File: config.mk
export PLATFORM = sky130hd
export DESIGN_NAME = sram_port_arbiter
export DESIGN_NICKNAME = d
export VERILOG_FILES = /design/src/rtl/sram_arb_pkg.sv /design/src/rtl/sram_port_arbiter_rr_arbiter.sv /design/src/rtl/sram_port_arbiter.sv
export SDC_FILE = /design/constraint.sdc
export NUM_CORES = 1
export LEC_CHECK = 0
export ABC_AREA = 1
export CAP_MARGIN = 25
export CORE_AREA = 2 2 121 123
export DETAILED_ROUTE_END_ITERATION = 12
export DIE_AREA = 0 0 123 125
export GPL_TIMING_DRIVEN = 1
export PLACE_DENSITY = 0.57
export REMOVE_ABC_BUFFERS = 1
export SETUP_SLACK_MARGIN = 0.4
export SLEW_MARGIN = 20
export SYNTH_ARGS = -nofsm -noshare
export SYNTH_HDL_FRONTEND = slang
export SYNTH_SLANG_ARGS = --single-unit
File: constraint.sdc
create_clock -name clk -period 1.35 [get_ports clk]
set_clock_uncertainty 0.2 [all_clocks]
set_input_delay 0.27 -clock clk [delete_from_list [all_inputs] [get_ports clk]]
set_output_delay 0.27 -clock clk [all_outputs]
set_load 0.01 [all_outputs]
File: src/rtl/sram_arb_pkg.sv
// Shared types and constants for the single-macro SRAM port arbiter.
// Default widths match one SRAM_wrapper macro: 2 ports, 14-bit word address, 32-bit data.
package sram_arb_pkg;

  localparam int unsigned SRAM_NUM_PORTS = 2;
  localparam int unsigned SRAM_AW        = 14;
  localparam int unsigned SRAM_DW        = 32;
  localparam int unsigned SRAM_PW        = (SRAM_NUM_PORTS > 1) ? $clog2(SRAM_NUM_PORTS) : 1;

  localparam logic [SRAM_DW-1:0] SRAM_IDLE_BWEB = '1;
  localparam logic               SRAM_RD        = 1'b1;

  typedef logic [SRAM_PW-1:0] port_id_t;

  typedef struct packed {
    logic               web;
    logic [SRAM_DW-1:0] bweb;
    logic [SRAM_AW-1:0] addr;
    logic [SRAM_DW-1:0] wdata;
  } sram_req_t;

endpackage

File: src/rtl/sram_port_arbiter_rr_arbiter.sv
// Request vector -> one-hot grant plus grant index, round-robin by default.
// FIXED_PRIO=1 (set by SRAM_ARB_FIXED_PRIO_EN in the top) selects lowest-index-wins with no pointer.
module rr_arbiter
  import sram_arb_pkg::*;
#(
  parameter int unsigned N          = SRAM_NUM_PORTS,
  parameter bit          FIXED_PRIO = 1'b0,
  localparam int unsigned PW        = (N > 1) ? $clog2(N) : 1
) (
  input  logic          clk,
  input  logic          rst,
  input  logic [N-1:0]  i_req,
  output logic [N-1:0]  o_gnt,
  output logic [PW-1:0] o_gnt_id
);

  generate
    if (FIXED_PRIO) begin : g_fixed
      logic w_found;
      logic w_unused;
      assign w_unused = clk ^ rst;

      always_comb begin
        // NOTE: every variable gets a default before the loop, so no path leaves it unassigned (no latch).
        o_gnt    = '0;
        o_gnt_id = '0;
        w_found  = 1'b0;
        for (int i = 0; i < int'(N); i++) begin
          if (!w_found && i_req[i]) begin
            w_found     = 1'b1;
            o_gnt[i]    = 1'b1;
            o_gnt_id    = PW'(i);
          end
        end
      end
    end else begin : g_rr
      logic [PW-1:0] r_ptr;
      logic          w_found;
      int            w_idx;

      always_comb begin
        o_gnt    = '0;
        o_gnt_id = '0;
        w_found  = 1'b0;
        w_idx    = 0;
        for (int i = 0; i < int'(N); i++) begin
          // Explicit wrap keeps non-power-of-2 port counts inside 0..N-1.
          w_idx = int'(r_ptr) + i;
          if (w_idx >= int'(N)) w_idx = w_idx - int'(N);
          if (!w_found && i_req[w_idx]) begin
            w_found      = 1'b1;
            o_gnt[w_idx] = 1'b1;
            o_gnt_id     = PW'(w_idx);
          end
        end
      end

      // Any request is a grant and every grant is accepted, so |i_req marks an accept.
      always_ff @(posedge clk or posedge rst) begin
        // NOTE: state registers use non-blocking assignments so all flops update from pre-edge values.
        if (rst) begin
          r_ptr <= '0;
        end else if (|i_req) begin
          r_ptr <= (o_gnt_id == PW'(N - 1)) ? '0 : o_gnt_id + 1'b1;
        end
      end
    end
  endgenerate

endmodule

File: src/rtl/sram_port_arbiter.sv
// Shares one SRAM_wrapper macro among NUM_PORTS requesters, one access per cycle, response latency 1.
// Define SRAM_ARB_FIXED_PRIO_EN for fixed priority (port 0 wins); default is round-robin.
module sram_port_arbiter
  import sram_arb_pkg::*;
#(
  parameter int unsigned NUM_PORTS = SRAM_NUM_PORTS,
  parameter int unsigned AW        = SRAM_AW,
  parameter int unsigned DW        = SRAM_DW,
  localparam int unsigned PW       = (NUM_PORTS > 1) ? $clog2(NUM_PORTS) : 1
) (
  input  logic                    clk,
  input  logic                    rst,
  input  logic [NUM_PORTS-1:0]    req_valid,
  output logic [NUM_PORTS-1:0]    req_ready,
  input  logic [NUM_PORTS-1:0]    req_web,
  input  logic [NUM_PORTS*DW-1:0] req_bweb,
  input  logic [NUM_PORTS*AW-1:0] req_addr,
  input  logic [NUM_PORTS*DW-1:0] req_wdata,
  output logic [NUM_PORTS-1:0]    rsp_valid,
  output logic [DW-1:0]           rsp_rdata,
  output logic                    sram_ceb,
  output logic                    sram_web,
  output logic [DW-1:0]           sram_bweb,
  output logic [AW-1:0]           sram_a,
  output logic [DW-1:0]           sram_di,
  input  logic [DW-1:0]           sram_do
);

`ifdef SRAM_ARB_FIXED_PRIO_EN
  localparam bit FIXED_PRIO = 1'b1;
`else
  localparam bit FIXED_PRIO = 1'b0;
`endif

  logic [NUM_PORTS-1:0] w_req;
  logic [NUM_PORTS-1:0] w_gnt;
  logic [PW-1:0]        w_gnt_id;
  logic                 w_acc;

  logic                 r_pend;
  logic [PW-1:0]        r_port;
  logic                 r_rd;

  // Reset masks requests combinationally so the macro is deselected the moment rst rises.
  assign w_req     = rst ? '0 : req_valid;
  assign w_acc     = |w_req;
  assign req_ready = w_gnt;

  rr_arbiter #(
    .N          (NUM_PORTS),
    .FIXED_PRIO (FIXED_PRIO)
  ) u_arb (
    .clk      (clk),
    .rst      (rst),
    .i_req    (w_req),
    .o_gnt    (w_gnt),
    .o_gnt_id (w_gnt_id)
  );

  always_comb begin
    sram_ceb  = 1'b1;
    sram_web  = SRAM_RD;
    sram_bweb = '1;
    sram_a    = '0;
    sram_di   = '0;
    if (w_acc) begin
      sram_ceb  = 1'b0;
      sram_web  = req_web[w_gnt_id];
      sram_bweb = req_bweb[int'(w_gnt_id)*DW +: DW];
      sram_a    = req_addr[int'(w_gnt_id)*AW +: AW];
      sram_di   = req_wdata[int'(w_gnt_id)*DW +: DW];
    end
  end

  always_ff @(posedge clk or posedge rst) begin
    if (rst) begin
      r_pend <= 1'b0;
      r_port <= '0;
      r_rd   <= 1'b0;
    end else begin
      r_pend <= w_acc;
      if (w_acc) begin
        r_port <= w_gnt_id;
        r_rd   <= (sram_web == SRAM_RD);
      end
    end
  end

  // The macro presents read data the cycle after the access, aligned with the pending register.
  always_comb begin
    rsp_valid = '0;
    if (r_pend) rsp_valid[r_port] = 1'b1;
    rsp_rdata = (r_pend && r_rd) ? sram_do : '0;
  end

endmodule

Word level (Yosys, flattened, before mapping)
Index checks and enable logic that the tools add are counted.
W data, S select, Z words.
- reduce and logical (&&, ||, !) cells: 7
- muxes and demuxes: 30
- multiply operators: 1
- magnitude comparators: 9
- equality and inequality tests: 0
- divide/modulo/power cells: 0
- shifts and indexed selects: 3
- bitwise operators: 1
- add/sub/neg operators: 4
- operator list (operator ; count):
    $mux W32 ; 5
    $shiftx A64 B7 Y32 ; 2
    $ge A32 B1 Y1 const B ; 2
    $lt A32 B3 Y1 const B ; 2
    $ge A32 B3 Y1 const B ; 1
    $sub A32 B3 Y32 const B ; 1
    $shiftx A28 B6 Y14 ; 1
    $mux W1 ; 17
    $mux W14 ; 1
    $mux W2 ; 4
    $logic_and A1 B1 Y1 ; 5
    $lt A1 B2 Y1 const B ; 2
    $mul A1 B3 Y4 const B ; 1
    $demux W1 S1 ; 3
    $sub A1 B2 Y3 const B ; 1
    $add A1 B1 Y2 const B ; 1
    $ge A1 B2 Y1 const B ; 1
    $or A2 B2 Y2 ; 1
    $reduce_or A2 Y1 ; 1
    $add A1 B1 Y1 const B ; 1
    $ge A1 B1 Y1 const B ; 1
    $logic_not A1 Y1 ; 1
- word-level logic and storage cells: 59
- flip-flop bits (word level): 4
- bits in writable memories: 0
- ROM bits: 0
- latch bits: 0
- memories kept: 0

Longest topological paths before layout
- depth after elaboration: 12
- gate-level depth with buffers: 7

Hierarchy
A second synthesis with hierarchy kept.
- cells, all modules: 458
- area, all modules: 1999.4 µm²
- by module, submodules not included (module ; sequential area each (µm²) ; area each (µm²) ; cells an instance ; times used):
    sram_port_arbiter ; 75.1 ; 1928.1 ; 445 ; 1
    rr_arbiter ; 25.0 ; 71.3 ; 13 ; 1

Worst setup path after synthesis
No wires, ideal clock.
- path kind: flip-flop to output port
- from: register u_arb.g_rr.r_ptr
- to: output sram_a[10]
- data arrival time: 1.106 ns
- cell stages (with the launch flop): 7
- required time: 0.880 ns
- buffers on the path: 1
- setup slack: -0.226 ns
- cells stage by stage: dfrtp_1 -> inv_1 -> nand2_1 -> nand2_4 -> clkbuf_1 -> o21ai_0 -> nor2_1
- cells in the longest elaborated chain, start to end: 12
- elaborated cells between the ends (all ways): 21
- ends and longest elaborated chain (element ; RTL line ; text):
    from (decl) ; sram_port_arbiter_rr_arbiter.sv:37 ; logic [PW-1:0] r_ptr;
    from (signal assigned) ; sram_port_arbiter_rr_arbiter.sv:64 ; r_ptr <= (o_gnt_id == PW'(N - 1)) ? '0 : o_gnt_id + 1'b1;
    parallel branches: the longest is 8 deep, another holds $sub A32 B3 Y32 ; -- ;
    $mux W1 * ; sram_port_arbiter_rr_arbiter.sv:50 ; if (!w_found && i_req[w_idx]) begin
    $mul A1 B3 Y4 * ; sram_port_arbiter.sv:70 ; sram_a = req_addr[int'(w_gnt_id)*AW +: AW];
    $shiftx A28 B6 Y14 * ; sram_port_arbiter.sv:70 ;
    $mux W14 * ; sram_port_arbiter.sv:66 ; if (w_acc) begin
    to (decl) ; sram_port_arbiter.sv:24 ; output logic [AW-1:0] sram_a,
Every way passes the cells marked *. The select of a mux whose other input is x is not followed.

Worst setup path after layout
- from: register u_arb.g_rr.r_ptr
- to: output sram_bweb[24]
- cells in the longest elaborated chain, start to end: 11
- elaborated cells between the ends (all ways): 20
- ends and longest elaborated chain (element ; RTL line ; text):
    parallel branches: the longest is 8 deep, another holds $sub A32 B3 Y32 ; -- ;
    $mux W1 * ; sram_port_arbiter_rr_arbiter.sv:50 ;
    $shiftx A64 B7 Y32 * ; sram_port_arbiter.sv:69 ; sram_bweb = req_bweb[int'(w_gnt_id)*DW +: DW];
    $mux W32 * ; sram_port_arbiter.sv:66 ;
    to (decl) ; sram_port_arbiter.sv:23 ; output logic [DW-1:0] sram_bweb,
Marked as above.

==> results by group <==
Critical path
  • Data arrival time of the worst path: 1550 ps
  • Reg-to-Reg Start: u_arb.g_rr.r_ptr$_DFFE_PP0N_
  • Worst-path fanout max: 7
  • Slowest-stage cell, CP: dfrtp_1
  • R2R cell count: 12
  • Worst setup SP type: flip-flop
  • Reg-to-reg critical path endpoint: r_rd$_DFFE_PP0N_
  • Critical path type: flip-flop to output port
  • Endpoint class of the critical path: output port
  • CP Buf/Inv Count: 6
  • R2R Setup Slk: -300 ps
  • Cell mode on critical path: buf_12
  • Crit-path leading delay family: buffers and inverters
  • Slowest cell delay on critical path: 330 ps
  • Worst path depth: 10
  • Critical Path RT: 880 ps
  • Critical path cell sequence: inv_2 -> nand2_4 -> nand2_8 -> buf_12 -> buf_12 -> buf_16 -> buf_8 -> nand2_2 -> nand3_2 -> buf_6

Run
  • Max Cap Viol: 0

GRT
  • GR Overflow Total: 0
  • First-pass GRT wire length: 20900 um
  • Gr usage total: 17.6%
  • Largest net degree at the start of global routing: 25
  • Antenna violations before repair: 1
  • Vias in the first global route: 3689

STA
  • Worst-Margin Slew: 166 ps
  • Tmin final: 2020 ps
  • Slew HR: 88.9%
  • Final period util: 149%
  • Final number of hold-violating endpoints: 0
  • Slew Limit Fails: 0
  • RSZ-0062 raised after global routing: true
  • Setup TNS: -60340 ps
  • Setup-failing EPs final: 119
  • Peak Freq: 0.496 GHz
  • Post-route setup slack: -668 ps

Synthesis
  • Register area share after synthesis: 6.42%
  • Syn_area_per_cell: 4.40 um2
  • Synth area leader: nor2_1
  • Post-synthesis sequential element count: 4
  • Distinct cell type count after synthesis: 16
  • Synth Warn #: 0
  • Top-area cell type share of the netlist area: 30.1%
  • Largest cells by area after synthesis: nor2_1 (30%), nand2_1 (18%), o21ai_0 (13%)
  • Post-synthesis cell area: 0.00156 mm2
  • Synthesized netlist cell count: 355

Finish
  • Final net count: 933
  • Post-route cell area: 0.00665 mm2
  • Layout cells sized above 1: 49.3%
  • Area overhead of the layout relative to synthesis: 326%
  • Final core area utilization: 46.8%
  • Fill cells: 1412

Routing
  • Remaining DRCs: 0
  • Vias: 3792
  • WL/cell: 16.3 um
  • Antenna-violating nets left: 0
  • Iter 0 DRT Violations: 53
  • Final wirelength: 15000 um
  • Drt first pass iters: 4
  • Via density: 4.11

Clock tree
  • Clock slew at reported path FFs: 30 ps
  • CTS sink count: 4
  • Clk_lat worst skew: 230 ps
  • Clk buf depth: 2
  • CTS buffer count: 3
  • H-tree depth: 1
  • Clock root cell: clkbuf_16
  • TritonCTS clock tree: done

Hold path
  • Hold wc startpoint: r_port$_DFFE_PP0N_
  • Hold path cells: 2
  • Hold Crit Class: flip-flop to flip-flop
  • Worst Hold Path EP: r_port$_DFFE_PP0N_

Power
  • Worst VDD drop: 0.000323 V
  • Power density cells: 456 mW/mm2
  • Leakage: 3.07 nW
  • Design Power: 0.00303 W

Floorplanning
  • Die area: 0.0154 mm2
  • Die X: 123 um
  • I/O pins: 310
  • CORE AREA: 0.0142 mm2
  • Num rows: 44
  • Die Y: 125 um
  • Initial Util: 11.0%

Place
  • RD Place Congestion: 0.766
  • Cell Area, Placed: 0.00505 mm2
  • Dpl hpwl: 9600 um
  • Port bufs: 309

Outcome
  • Status: complete, but fails checks
  • Failing checks: setup timing
[worst max-delay path by stage]
stage,start,endpoint
2_1_floorplan,u_arb.g_rr.r_ptr$_DFFE_PP0N_,sram_a[0]
3_3_place_gp,req_valid[0],sram_di[23]
3_5_place_dp,req_valid[0],sram_di[6]
4_1_cts,u_arb.g_rr.r_ptr$_DFFE_PP0N_,sram_di[6]
5_1_grt,u_arb.g_rr.r_ptr$_DFFE_PP0N_,sram_bweb[8]
6_report,u_arb.g_rr.r_ptr$_DFFE_PP0N_,sram_bweb[24]
[synthesized netlist by cell type]
cell type / count
inv_2: 2
nand2_4: 1
buf_2: 13
clkbuf_2: 4
nor2_1: 125
o21ai_1: 7
buf_1: 2
a21oi_1: 1
o21ai_2: 1
nand3_1: 34
nor2_4: 1
dfrtp_1: 4
inv_1: 38
nand2_1: 75
o21ai_0: 39
clkbuf_1: 8
[report_power, final]
part           switching (W)  internal (W)
clock network      0.0000900      0.000379
registers          0.0000124      0.000135
logic               0.000974       0.00144
[stage by stage]
| stage | cells | hold WS (ps) | setup WS, ps |
|---|---|---|---|
| after global routing | 921 | 345 | -739 |
| final | 922 | 324 | -668 |
| after global placement | 848 | 282 | -1340 |
| after CTS | 905 | 318 | -675 |
| after detailed placement | 848 | 286 | -1370 |
| after floorplan | 328 | -148 | -932 |
[registers in the layout (all words and copies together) (netlist names)]
register          count
r_pend                1
r_port                1
r_rd                  1
u_arb.g_rr.r_ptr      1
[layout by cell type (no fill, tap or decap), types with 18 or more instances in the layout]
master	netlist	layout
nand2_2	0	24
nor2_4	1	31
nand3_2	0	21
clkdlybuf4s50_1	0	190
nand2_1	75	37
nor2_1	125	71
buf_2	13	75
inv_1	38	33
nor2_2	0	24
buf_4	0	18
o21ai_2	1	19
buf_6	0	84
o21ai_1	7	20
[cell families after synthesis]
| logic type | Yosys count | share of synthesized area (%) |
|---|---|---|
| and+or+nand+nor | 236 | 60.5 |
| buffers and inverters | 67 | 17.5 |
| AOI/OAI and AO/OA | 48 | 15.6 |
| DFF | 4 | 6.42 |
[worst register-to-register path, delay by kind of cell, from the launching register on]
family | cells | cell delay [ps]
AND/OR/NAND/NOR | 6 | 360
buffers and inverters | 6 | 670
flip-flops | 1 | 360
[routing by layer]
layer / vias up / part of all wire (%) / track usage (%)
met4: 0 / 1.0 / 2.81
met5: - / 0 / 0
met3: 13 / 9.5 / 4.79
met1: 1720 / 37 / 19.4
met2: 200 / 52 / 33.4
li1: 1859 / - / -
[repair_timing]
| item | 4_1_cts | 5_1_grt |
|---|---|---|
| endpoints found under the hold margin | 4 | 0 |
| setup buffers | 39 | 12 |
| resized for setup | 685 | 149 |
| hold buffers | 1 | 0 |
| endpoints found under the setup margin | 120 | 120 |
| gates cloned | 14 | 4 |
| pin swaps | 17 | 28 |
[final cells by class]
type	count	area, um2	share of cell area, %
multi-input cells	284	1860	28.0
well taps	184	230	3.46
inverters	40	163	2.45
clock buffers	3	75.1	1.13
diodes	1	2.50	0.0377
repair buffers	406	4210	63.4
flip-flops and latches	4	100	1.51
Note: power is estimated with default switching activity, not from simulation.
